==> src/rtl/regfile_param.sv <==
// Parametrised multi-port register file with optional hardwired zero register,
// write-to-read bypass and a per-register busy scoreboard for writeback stalls.
module regfile_param #(
  parameter int unsigned DATA_WIDTH = 32,
  parameter int unsigned NUM_REGS   = 32,
  parameter int unsigned ADDR_WIDTH = 5,
  parameter int unsigned NUM_RD     = 2,
  parameter int unsigned ZERO_REG   = 1,
  parameter int unsigned BYPASS     = 1
) (
  input  logic                         clock,
  input  logic                         ctrl_reset,
  input  logic                         ctrl_writeEnable,
  input  logic [ADDR_WIDTH-1:0]        ctrl_writeReg,
  input  logic [DATA_WIDTH-1:0]        data_writeReg,
  input  logic [NUM_RD*ADDR_WIDTH-1:0] ctrl_readReg,
  output logic [NUM_RD*DATA_WIDTH-1:0] data_readReg,
  output logic [NUM_RD-1:0]            read_busy,
  input  logic                         ctrl_busySet,
  input  logic [ADDR_WIDTH-1:0]        ctrl_busyReg,
  output logic [NUM_REGS-1:0]          busy_vec,
  output logic [DATA_WIDTH-1:0]        r0,
  output logic [DATA_WIDTH-1:0]        r1,
  output logic [DATA_WIDTH-1:0]        r2,
  output logic [DATA_WIDTH-1:0]        r3
);

  logic [DATA_WIDTH-1:0] regs_q [NUM_REGS];
  logic [NUM_REGS-1:0]   busy_q;

  logic wr_en;
  logic set_en;

  assign wr_en  = ctrl_writeEnable && !((ZERO_REG != 0) && (ctrl_writeReg == '0));
  assign set_en = ctrl_busySet && !((ZERO_REG != 0) && (ctrl_busyReg == '0));

  // Busy-set is applied after the write's busy-clear so a same-register set wins.
  always_ff @(posedge clock or posedge ctrl_reset) begin
    if (ctrl_reset) begin
      for (int i = 0; i < int'(NUM_REGS); i++) begin
        regs_q[i] <= '0;
      end
      busy_q <= '0;
    end else begin
      if (wr_en) begin
        regs_q[ctrl_writeReg] <= data_writeReg;
        busy_q[ctrl_writeReg] <= 1'b0;
      end
      if (set_en) begin
        busy_q[ctrl_busyReg] <= 1'b1;
      end
    end
  end

  always_comb begin
    data_readReg = '0;
    read_busy    = '0;
    for (int k = 0; k < int'(NUM_RD); k++) begin
      logic [ADDR_WIDTH-1:0] addr;
      logic                  zero;
      logic                  byp;
      addr = ctrl_readReg[k*ADDR_WIDTH +: ADDR_WIDTH];
      zero = (ZERO_REG != 0) && (addr == '0);
      // Forwarding is suppressed under reset so outputs read 0 while it is held.
      byp  = (BYPASS != 0) && wr_en && !ctrl_reset && (ctrl_writeReg == addr);
      if (zero) begin
        data_readReg[k*DATA_WIDTH +: DATA_WIDTH] = '0;
        read_busy[k]                             = 1'b0;
      end else if (byp) begin
        data_readReg[k*DATA_WIDTH +: DATA_WIDTH] = data_writeReg;
        read_busy[k]                             = 1'b0;
      end else begin
        data_readReg[k*DATA_WIDTH +: DATA_WIDTH] = regs_q[addr];
        read_busy[k]                             = busy_q[addr];
      end
    end
  end

  assign busy_vec = busy_q;
  assign r0       = (ZERO_REG != 0) ? '0 : regs_q[0];
  assign r1       = regs_q[1];

  if (NUM_REGS > 2) begin : gen_taps
    assign r2 = regs_q[2];
    assign r3 = regs_q[3];
  end else begin : gen_no_taps
    assign r2 = '0;
    assign r3 = '0;
  end

endmodule

==> config.mk <==
export PLATFORM = sky130hd
export DESIGN_NAME = regfile_param
export DESIGN_NICKNAME = d
export VERILOG_FILES = /design/src/rtl/regfile_param.sv
export SDC_FILE = /design/constraint.sdc
export NUM_CORES = 2
export LEC_CHECK = 0
export CAP_MARGIN = 20
export CORE_MARGIN = 3
export CORE_UTILIZATION = 47
export CTS_CLUSTER_SIZE = 8
export DETAILED_ROUTE_END_ITERATION = 7
export SETUP_SLACK_MARGIN = 0.2
export SLEW_MARGIN = 20
export SYNTH_ARGS = -nofsm -noshare
export SYNTH_HDL_FRONTEND = slang
export SYNTH_SLANG_ARGS = --single-unit
==> constraint.sdc <==
create_clock -name clock -period 36.1 [get_ports clock]
set_clock_uncertainty 0.1 [all_clocks]
set_input_delay 3.61 -clock clock [delete_from_list [all_inputs] [get_ports clock]]
set_output_delay 3.61 -clock clock [all_outputs]
set_load 0.005 [all_outputs]
==> summary by stage <==
Outcome
The flow ran to the end, and the final reports show no timing, DRC or antenna violations.

Layout
After the last flow step, the layout net total stands at 4136. The post-synthesis to final-layout area growth is 11.77%. The fraction of layout cells with a size suffix above 1 is 0.4547.

The filler cell count in the final layout is just over 10k.

Job
The tool flagged a number of max-cap violations equal to 0.

Synthesis
The simple-gate area share of the yosys netlist is 0.02569. Synthesis produced a netlist whose cell count is 4118. The multiplexer fraction of the synthesized cell area is 0.4028. After synthesis, the largest family of logic cells by area is multiplexers. The number of flops mapped to enable cells by yosys is 0.

The adder-cell share of the synthesized area is 0. For this run, the number of Yosys warnings is 0. The area share of xor/xnor cells in the synthesized design is 0.001520.

The complex-gate fraction of the synthesized area is 0.06043. The number of synthesized register bits is 1056. In this run the cell area of the synthesized design comes to 57620 um^2. The count of different cell masters after synthesis is 52. Of the synthesized area, sequential elements account for 0.4586. In the synthesized netlist the async set-or-reset flop fraction comes to 1.000. The leading register cell type out of synthesis is sky130_fd_sc_hd__dfrtp_1. The average instance area after synthesis is 13.99 um^2.

Placed design
The half-perimeter wire length after detailed placement is 113200 um. The number of port buffers is 249. Routability-driven placement finished with a final weighted congestion of 0.8221.

Detailed routing
The post-route antenna net violation count is 0. The number of remaining DRC errors is 0. Summed over all layers, the routed wires come to 191700 um.

The first TritonRoute pass finished after 7 iterations. The average detailed-routed wire length per instance is 33.63 um. The total via count after detailed routing is 38.49k.

In this run, the number of DRC markers left after iteration 0 of detailed routing was 4254. Using the TritonRoute via totals, the vias-per-cell ratio works out to 6.751.

GRT
The first global-routing pass estimated 278900 um of wire. The total overflow reported by the global router is 0. The overall track demand over capacity in global routing is 0.3023. The maximum number of pins on one net before global-route repair is around 170.

The number of antenna violations at the first check in global routing is 6. The via count of the first global-routing pass is 38.22k.

Timing
The maximum clock frequency is 83.82 MHz. The headroom to the max-slew limit is 0.1897. Setup repair after global routing left no endpoint under its margin.

The slew at the pin with the worst max-slew slack is 1.215 ns. Setup violations remaining at the end of the flow were counted as 0. Summed over all failing endpoints, the final setup total negative slack is 0 ns. The count of final max-slew check failures is 0. The final-report hold violation count came to 0.

Of the available clock period, the critical path in the final layout requires 0.3305. Hold timing on the final database bottoms out at a slack of 0.2956 ns. The final critical-path required period is 11.93 ns.

Hold path
The hold-critical path endpoint is regs_q[1019]$_DFFE_PP0P_. The worst hold path belongs to the class reg -> reg. Along the worst hold path, the cell count comes to 0. The hold path startpoint is regs_q[1019]$_DFFE_PP0P_.

Setup path
The stage delay of the slowest cell on the critical path is slightly above 0.8 ns. The signal on the critical path passes through buf_8, buf_4, buf_4, mux4_2, o311ai_0, o211ai_1, o211a_1, clkdlybuf4s50_1. The end of the worst register-to-register path is r1[2]$_DFFE_PP0P_. The slowest stage of the critical path belongs to the cell sky130_fd_sc_hd__buf_4. The required time at the endpoint of the critical path is 32.39 ns. The most numerous cell type found on the critical path is sky130_fd_sc_hd__buf_4. Across all register-to-register paths, the minimum setup slack is around 35 ns. Tracing the worst setup path back leads to its startpoint at ctrl_readReg[5].

In this run the critical register-to-register path is launched from r1[2]$_DFFE_PP0P_. The worst setup path is of the in -> out kind. For the worst setup path, the data arrival time is 8.22 ns. On the critical path the largest part of the delay comes from buffers and inverters. STA classifies the critical path startpoint as an input pin. The logic depth of the worst register-to-register path is 1. The worst path buffer plus inverter count is 4. Along the worst path, the maximum fanout reaches 66.

The type of destination of the critical path is a primary output.

Power and ir drop
The power density over the cells is 56.06 nW/um^2. Summed over all cells, the static leakage comes to 27.69 nW. The worst-case vdd ir drop is 0.00004016 V.

Clocking
The maximum level of the CTS H-tree is 4. The post-CTS setup buffer count is 0. At the later pin of the worst-skew pair, clock insertion delay measures 0.74 ns. TritonCTS created roughly 150 clock buffers. The number of buffers on the longest clock path is 3. The CTS tree is built.

The total of hold buffers inserted after clock tree synthesis is 0. The TritonCTS sink count is 1056. The cell sitting at the root of the clock tree is a sky130_fd_sc_hd__clkbuf_16. The CTS clock-pin slew for the worst setup and hold paths is 0.04 ns. The count of instances resized after the clock tree is built is 0.

Floorplanning
Pin placement for this block handled 282 I/O pins. In this run the core area contains 127 standard-cell rows. The initial core utilization is 0.4771. The horizontal die dimension is 356.1 um.

The floorplan die height is 356.1 um. The die covers between 100000 and 150000 um^2. After floorplanning, the core was sized to cover 120800 um^2.
-- placed cells by master, fill, tap and decap left out, types with 5 or more instances in the layout --
master                            count
sky130_fd_sc_hd__o221ai_1            31
sky130_fd_sc_hd__o21ai_0             28
sky130_fd_sc_hd__buf_12               5
sky130_fd_sc_hd__mux4_2             399
sky130_fd_sc_hd__nor3b_1              7
sky130_fd_sc_hd__nand3_1              6
sky130_fd_sc_hd__a22oi_1             32
sky130_fd_sc_hd__a211oi_1            31
sky130_fd_sc_hd__a22o_1              11
sky130_fd_sc_hd__nor3_1              71
sky130_fd_sc_hd__a21oi_1             31
sky130_fd_sc_hd__xor2_1               6
sky130_fd_sc_hd__nor2_4              12
sky130_fd_sc_hd__nand3b_1             7
sky130_fd_sc_hd__o22a_1              31
sky130_fd_sc_hd__buf_2                5
sky130_fd_sc_hd__clkbuf_16          153
sky130_fd_sc_hd__clkdlybuf4s50_1    237
sky130_fd_sc_hd__o22ai_1             98
sky130_fd_sc_hd__nor2b_1              8
sky130_fd_sc_hd__nand2_1             12
sky130_fd_sc_hd__dfrtp_1           1056
sky130_fd_sc_hd__a221oi_1            31
sky130_fd_sc_hd__o211ai_1            65
sky130_fd_sc_hd__nor2_1             129
sky130_fd_sc_hd__conb_1              32
sky130_fd_sc_hd__nor4_1               5
sky130_fd_sc_hd__o211a_1             33
sky130_fd_sc_hd__mux2_2            1118
sky130_fd_sc_hd__buf_4              120
sky130_fd_sc_hd__o311ai_0            32
sky130_fd_sc_hd__nand2b_1             5
sky130_fd_sc_hd__mux2i_1            162
sky130_fd_sc_hd__nand2_2             15
-- routing by layer --
| metal | GRT usage | up-vias | part of all wire |
|---|---|---|---|
| met5 | 0 | - | 0 |
| met4 | 0.07548 | 0 | 0.021 |
| met3 | 0.08798 | 273 | 0.11 |
| met2 | 0.4281 | 1880 | 0.43 |
| met1 | 0.4565 | 20820 | 0.44 |
| li1 | - | 15520 | - |
-- where the power goes --
group	internal (mW)	leakage, nW	total, mW	switching [mW]
logic	0.468	12.2	0.787	0.319
clock network	0.738	1.90	1.24	0.502
registers	1.41	13.5	1.58	0.172
-- cell usage after synthesis, types with 28 or more instances --
cell                       number  area share
sky130_fd_sc_hd__dfrtp_1     1056        0.46
sky130_fd_sc_hd__nor3_1        73      0.0063
sky130_fd_sc_hd__nand2_1       29      0.0019
sky130_fd_sc_hd__o221ai_1      31      0.0047
sky130_fd_sc_hd__buf_4        141       0.018
sky130_fd_sc_hd__o211ai_1      65      0.0085
sky130_fd_sc_hd__clkbuf_1     236       0.015
sky130_fd_sc_hd__o311ai_0      32      0.0049
sky130_fd_sc_hd__buf_1         86      0.0056
sky130_fd_sc_hd__buf_2        130       0.011
sky130_fd_sc_hd__mux2_2      1118        0.22
sky130_fd_sc_hd__o22ai_1       98       0.011
sky130_fd_sc_hd__mux4_2       399        0.16
sky130_fd_sc_hd__a21oi_1       31      0.0027
sky130_fd_sc_hd__a211oi_1      31      0.0040
sky130_fd_sc_hd__o211a_1       33      0.0057
sky130_fd_sc_hd__o21ai_0       28      0.0024
sky130_fd_sc_hd__a221oi_1      32      0.0049
sky130_fd_sc_hd__mux2i_1      162       0.028
sky130_fd_sc_hd__o22a_1        31      0.0047
sky130_fd_sc_hd__a22oi_1       32      0.0042
sky130_fd_sc_hd__nor2_1       141      0.0092
-- flip-flops by register name (all words and copies together) (netlist names) --
name,cells
regs_q,928
busy_vec,32
r1,32
r2,32
r3,32
-- stage by stage --
stage / std cells / utilization / instance area [um^2] / setup WS, ns / total power [mW]
2_1_floorplan: 4149 / - / 57740 / 2.666 / 2.125
5_1_grt: 5698 / 0.5332 / 64390 / 23.97 / 3.763
4_1_cts: 5696 / 0.5329 / 64350 / 24.24 / 3.623
3_5_place_dp: 5539 / 0.5009 / 60490 / 24.25 / 2.377
3_3_place_gp: 5539 / 0.5009 / 60490 / 24.22 / 2.356
6_report: 5701 / 0.5333 / 64400 / 24.17 / 3.610
-- logic make-up (layout without fill, tap and decap cells) --
group / after synthesis / after routing
compound gates: 464 / 464
buf+inv: 597 / 534
xor+xnor: 10 / 10
flops: 1056 / 1056
mux: 1680 / 1680
simple gates: 310 / 310
other cells: 1 / 35
-- worst max path at each step --
stage | end | slack (ns) | cells after the start
after floorplan | busy_vec[0]$_DFF_PP0_ | 2.67 | 1
after global placement | data_readReg[47] | 24.22 | 8
after detailed placement | data_readReg[47] | 24.25 | 8
after CTS | data_readReg[47] | 24.24 | 8
after global routing | data_readReg[47] | 23.97 | 8
final | data_readReg[47] | 24.17 | 8
-- final cells by class --
cell class | count | area [um^2] | share of cell area
Clock buffer | 153 | 3829 | 0.05945
Tap cell | 1612 | 2017 | 0.03132
Inverter | 4 | 22.52 | 0.0003497
Multi-Input combinational cell | 2496 | 28570 | 0.4437
Clock inverter | 4 | 35.03 | 0.0005440
Antenna cell | 3 | 7.507 | 0.0001166
Sequential cell | 1056 | 26430 | 0.4103
Timing Repair Buffer | 373 | 3493 | 0.05424
Note: power is estimated with default switching activity, not from simulation.
